### src/rtl/alu_share_arbiter.sv
// Round-robin owner of one shared 8-bit ALU for two req/done requesters.
// Captures the winner's opcode/operands, waits one cycle for the ALU, then returns its result.
module alu_share_arbiter #(
  parameter int W   = 8,
  parameter int OPW = 3
) (
  input  logic           clk,
  input  logic           rst,
  input  logic           req0,
  input  logic [OPW-1:0] op0,
  input  logic [W-1:0]   a0,
  input  logic [W-1:0]   b0,
  output logic           gnt0,
  output logic           done0,
  output logic [W-1:0]   z0,
  input  logic           req1,
  input  logic [OPW-1:0] op1,
  input  logic [W-1:0]   a1,
  input  logic [W-1:0]   b1,
  output logic           gnt1,
  output logic           done1,
  output logic [W-1:0]   z1,
  output logic [OPW-1:0] alu_op,
  output logic [W-1:0]   alu_a,
  output logic [W-1:0]   alu_b,
  input  logic [W-1:0]   alu_z,
  output logic           busy
);

  typedef enum logic [1:0] {
    IDLE = 2'd0,
    EXEC = 2'd1,
    RESP = 2'd2
  } state_t;

  state_t state;
  logic   owner;
  logic   last_grant;
  logic   any_req;
  logic   win;

  // On a tie the port that did not win last time goes next.
  always_comb begin
    any_req = req0 | req1;
    win     = 1'b0;
    if (req0 && req1) begin
      win = ~last_grant;
    end else if (req1) begin
      win = 1'b1;
    end
  end

  always_ff @(posedge clk or posedge rst) begin
    if (rst) begin
      state      <= IDLE;
      owner      <= 1'b0;
      last_grant <= 1'b1;
      gnt0       <= 1'b0;
      gnt1       <= 1'b0;
      done0      <= 1'b0;
      done1      <= 1'b0;
      z0         <= '0;
      z1         <= '0;
      alu_op     <= '0;
      alu_a      <= '0;
      alu_b      <= '0;
    end else begin
      case (state)
        // capture: winner's operands drive the ALU from here on
        IDLE: begin
          if (any_req) begin
            owner      <= win;
            last_grant <= win;
            alu_op     <= win ? op1 : op0;
            alu_a      <= win ? a1  : a0;
            alu_b      <= win ? b1  : b0;
            gnt0       <= ~win;
            gnt1       <= win;
            state      <= EXEC;
          end
        end
        // execute: ALU output has settled, latch it for the owner only
        EXEC: begin
          if (owner) begin
            z1 <= alu_z;
          end else begin
            z0 <= alu_z;
          end
          done0 <= ~owner;
          done1 <= owner;
          state <= RESP;
        end
        // respond: release grant and done together
        RESP: begin
          gnt0  <= 1'b0;
          gnt1  <= 1'b0;
          done0 <= 1'b0;
          done1 <= 1'b0;
          state <= IDLE;
        end
        default: begin
          gnt0  <= 1'b0;
          gnt1  <= 1'b0;
          done0 <= 1'b0;
          done1 <= 1'b0;
          state <= IDLE;
        end
      endcase
    end
  end

  assign busy = (state != IDLE);

endmodule

### config.mk
export PLATFORM = sky130hd
export DESIGN_NAME = alu_share_arbiter
export DESIGN_NICKNAME = d
export VERILOG_FILES = /design/src/rtl/alu_share_arbiter.sv
export SDC_FILE = /design/constraint.sdc
export NUM_CORES = 1
export LEC_CHECK = 0
export ABC_AREA = 1
export CORE_AREA = 2 2 75 77
export CTS_BUF_LIST = sky130_fd_sc_hd__clkbuf_8
export CTS_CLUSTER_DIAMETER = 150
export DETAILED_ROUTE_END_ITERATION = 8
export DIE_AREA = 0 0 77 79
export GPL_ROUTABILITY_DRIVEN = 0
export HOLD_SLACK_MARGIN = 0.06
export PLACE_DENSITY = 0.77
export SYNTH_ARGS = -nofsm -noshare
export SYNTH_HDL_FRONTEND = slang
export SYNTH_SLANG_ARGS = --single-unit
### constraint.sdc
create_clock -name clk -period 1.3 [get_ports clk]
set_input_delay 0.26 -clock clk [delete_from_list [all_inputs] [get_ports clk]]
set_output_delay 0.26 -clock clk [all_outputs]
set_load 0.02 [all_outputs]
==> results_dict.tcl <==
set metrics [dict create \
    outcome "finished clean" \
    path_class "flop to output pin" \
    first_pass_iters 4 \
    r2r_slack_ns 0.08 \
    cts.path.max_buffers 2 \
    floorplan.rows 27 \
    final_cell_mix "95 x sky130_fd_sc_hd__nand2_1, 49 x sky130_fd_sc_hd__clkdlybuf4s50_1, 42 x sky130_fd_sc_hd__dfrtp_1" \
    number_of_antenna_violations_at_the_first_check_in_global_routing 0 \
    yosysUniqueCellTypes 16 \
    global_route.overflow_total 0 \
    synth_seq_cells 43 \
    routed_vias_inst 4.53 \
    crit-reg2reg-capture "alu_b[3]" \
    place_hpwl_mm 3.75 \
    timing_worst_slew_pin_value_ns 0.296 \
    final_layout_size_suffix_gt1_share_pct 9.52 \
    worst_setup_path_end_kind "output pin" \
    routed_wire_length_per_instance_um 12.5 \
    timing.fmax_mhz 791 \
    max_stage_delay_ns 0.38 \
    path_cells "dlygate4sd2_1" \
    fin_skew_ns 0.00639 \
    place.port_buffers 89 \
    power-per-cell-area_nw_per_um2 2200 \
    cts-root-buf "sky130_fd_sc_hd__clkbuf_8" \
    timing.slew.headroom_pct 80.2 \
    cts_tree "done" \
    vias_in_the_first_global_route 1853 \
    layout.cell_area.non_filler_um2 3090 \
    post_synthesis_area_per_instance_um2 8.28 \
    vias 1850 \
    global_route_wire_length_before_repair_mm 8.69 \
    p_sw_share_pct 42.0 \
    hold_buffer_count_at_cts 0 \
    global_route.usage.total_pct 17.8 \
    syn-instance-count 239 \
    rsz0062_at_grt "yes" \
    numCtsBuffers 5 \
    synth.cell_area_um2 1980 \
    report.final.hold_viol_count 0 \
    filler_cell_count 510 \
    syn-num-nets 289 \
    clkPwrFrac_pct 15.1 \
    worst_path_buffer_plus_inverter_count 1 \
    period_minus_slack_ns 1.26 \
    die_footprint_um2 6080 \
    ff_latch_area_um2 1080 \
    part_of_the_power_in_registers_pct 35.0 \
    cell_internal_pwr_w 0.00395 \
    antenna_cells 0 \
    drc 0 \
    die_w_um 77 \
    data_required_time_of_the_worst_path_ns 1.04 \
    drv_slew 0 \
    finalSetupViolations 0 \
    critical-path-top-delay-family "flip-flops" \
    comb_power_share_pct 49.9 \
    max-vdd-ir-drop_mv 1.29 \
    core_footprint_um2 5340 \
    place_worst_setup_slack_ns -0.195 \
    area_of_the_multi_input_gates_um2 712 \
    synth_warnings 0 \
    layout.cells.most_common "sky130_fd_sc_hd__nand2_1" \
    timing.setup.tns_ns 0 \
    grt_start_max_net_pins 44 \
    die_height_um 79 \
    type_of_element_launching_the_critical_path "flop" \
    worstSkewPairLatency_ns 0.29 \
    switching_power_w 0.00285 \
    timing.reg2reg.worst_path_depth 7 \
    cp_data_arrival_time_ns 1.00 \
    cts_sinks 43 \
    total_leakage_power_nw 1.60 \
    io-pin-count 90 \
    number_of_antenna_violating_nets_in_the_routed_design 0 \
    htree_levels 2 \
    wl_mm 5.08 \
    placed_cells_incl_taps 400 \
    fin_nets 385 \
    final_cells 408 \
    holdCritPathClass "primary input to async pin" \
    synth-seq-area-share_pct 54.4 \
    crit-reg2reg-launch "state[1]" \
    placed_area_um2 3000 \
    drt-initial-drc-count 138 \
    worst_path_max_delay_cell "sky130_fd_sc_hd__dfrtp_1" \
    post-route-period-util_pct 97.3 \
    syn2layout_area_growth_pct 56.1 \
    initial_standard_cell_utilization_of_the_core_pct 37.1 \
    timing.critical_path.fanout_max 2 \
    clk_transition_reported_paths_ns 0.08 \
    timing.final.ws_setup_ns 0.0351 \
    max_cap_violations 0 \
]
## layer usage
layer,up-vias,global-route usage (%),share of wire [%]
met4,0,4.29,1.1
li1,928,-,-
met2,67,30.9,48
met3,6,7.50,10
met1,849,20.5,41
met5,-,0,0
## worst max-delay path by stage
stage               cells after the start      start  slack [ns]        end
finish                                  1  alu_op[1]        0.04  alu_op[1]
CTS                                     1      z0[4]       0.007      z0[4]
global placement                        7       req0       -0.17   alu_b[3]
global route                            4   state[0]       -0.01      owner
floorplan                               1        rst        0.04   alu_a[0]
detailed placement                      7       req0       -0.19   alu_b[3]
## what timing repair did
item / CTS / global route
hold endpoints to repair: 0 / 0
setup endpoints to repair: 40 / 34
gates resized for setup: 43 / 35
buffers inserted: 0 / 0
## flip-flops by register name, indices dropped and copies added (netlist names)
signal / cells
alu_op: 3
done0: 1
gnt0: 1
alu_b: 8
state: 2
z1: 8
owner: 1
gnt1: 1
last_grant: 1
z0: 8
alu_a: 8
done1: 1
## cell type report
class,count,area share (%)
sequential,43,34.9
timing repair buffer,101,31.8
multi-input combinational,154,23.0
inverter,30,3.73
tap,72,2.92
clock buffer,5,2.23
clock inverter,3,1.42
## through the flow
stage,hold slack [ns],power [W],util (%)
6_report,0.296,0.00680,57.9
5_1_grt,0.348,0.00730,57.9
4_1_cts,0.311,0.00678,57.2
3_5_place_dp,0.454,0.00618,56.1
3_3_place_gp,0.451,0.00607,56.1
2_1_floorplan,0.405,0.00438,-
## power by group through the flow
| stage | combinational [W] | sequential [W] | clock, W |
|---|---|---|---|
| 2_1_floorplan | 0.00131 | 0.00307 | 0 |
| 6_report | 0.00339 | 0.00238 | 0.00103 |
| 3_5_place_dp | 0.00379 | 0.00239 | 0 |
| 4_1_cts | 0.00335 | 0.00237 | 0.00106 |
| 3_3_place_gp | 0.00368 | 0.00239 | 0 |
| 5_1_grt | 0.00373 | 0.00247 | 0.00111 |
## cells in the mapped netlist
master,count,area share [%]
sky130_fd_sc_hd__nor2_4,1,0.57
sky130_fd_sc_hd__buf_2,7,1.8
sky130_fd_sc_hd__buf_4,3,1.1
sky130_fd_sc_hd__nand2_4,2,1.1
sky130_fd_sc_hd__nand2_1,96,18
sky130_fd_sc_hd__dfrtp_1,42,53
sky130_fd_sc_hd__nor2_2,1,0.32
sky130_fd_sc_hd__inv_2,2,0.38
sky130_fd_sc_hd__nand3_1,20,5.1
sky130_fd_sc_hd__o21ai_1,7,1.8
sky130_fd_sc_hd__nor2_1,1,0.19
sky130_fd_sc_hd__dfstp_2,1,1.3
sky130_fd_sc_hd__nand3b_1,16,6.1
sky130_fd_sc_hd__buf_6,2,1.1
sky130_fd_sc_hd__inv_1,28,5.3
sky130_fd_sc_hd__o21ai_0,10,2.5
## worst min-delay path: stages
cell,delay (ns)
sky130_fd_sc_hd__clkdlybuf4s50_1,0.41
sky130_fd_sc_hd__inv_2,0.07
sky130_fd_sc_hd__buf_12,0.22
## cell families after synthesis
group | after synthesis | share of synthesized area [%]
buffers and inverters | 42 | 9.73
flip-flops | 43 | 54.4
AO/OA/AOI/OAI | 17 | 4.30
AND/OR/NAND/NOR | 137 | 31.5
Note: power is estimated with default switching activity, not from simulation.
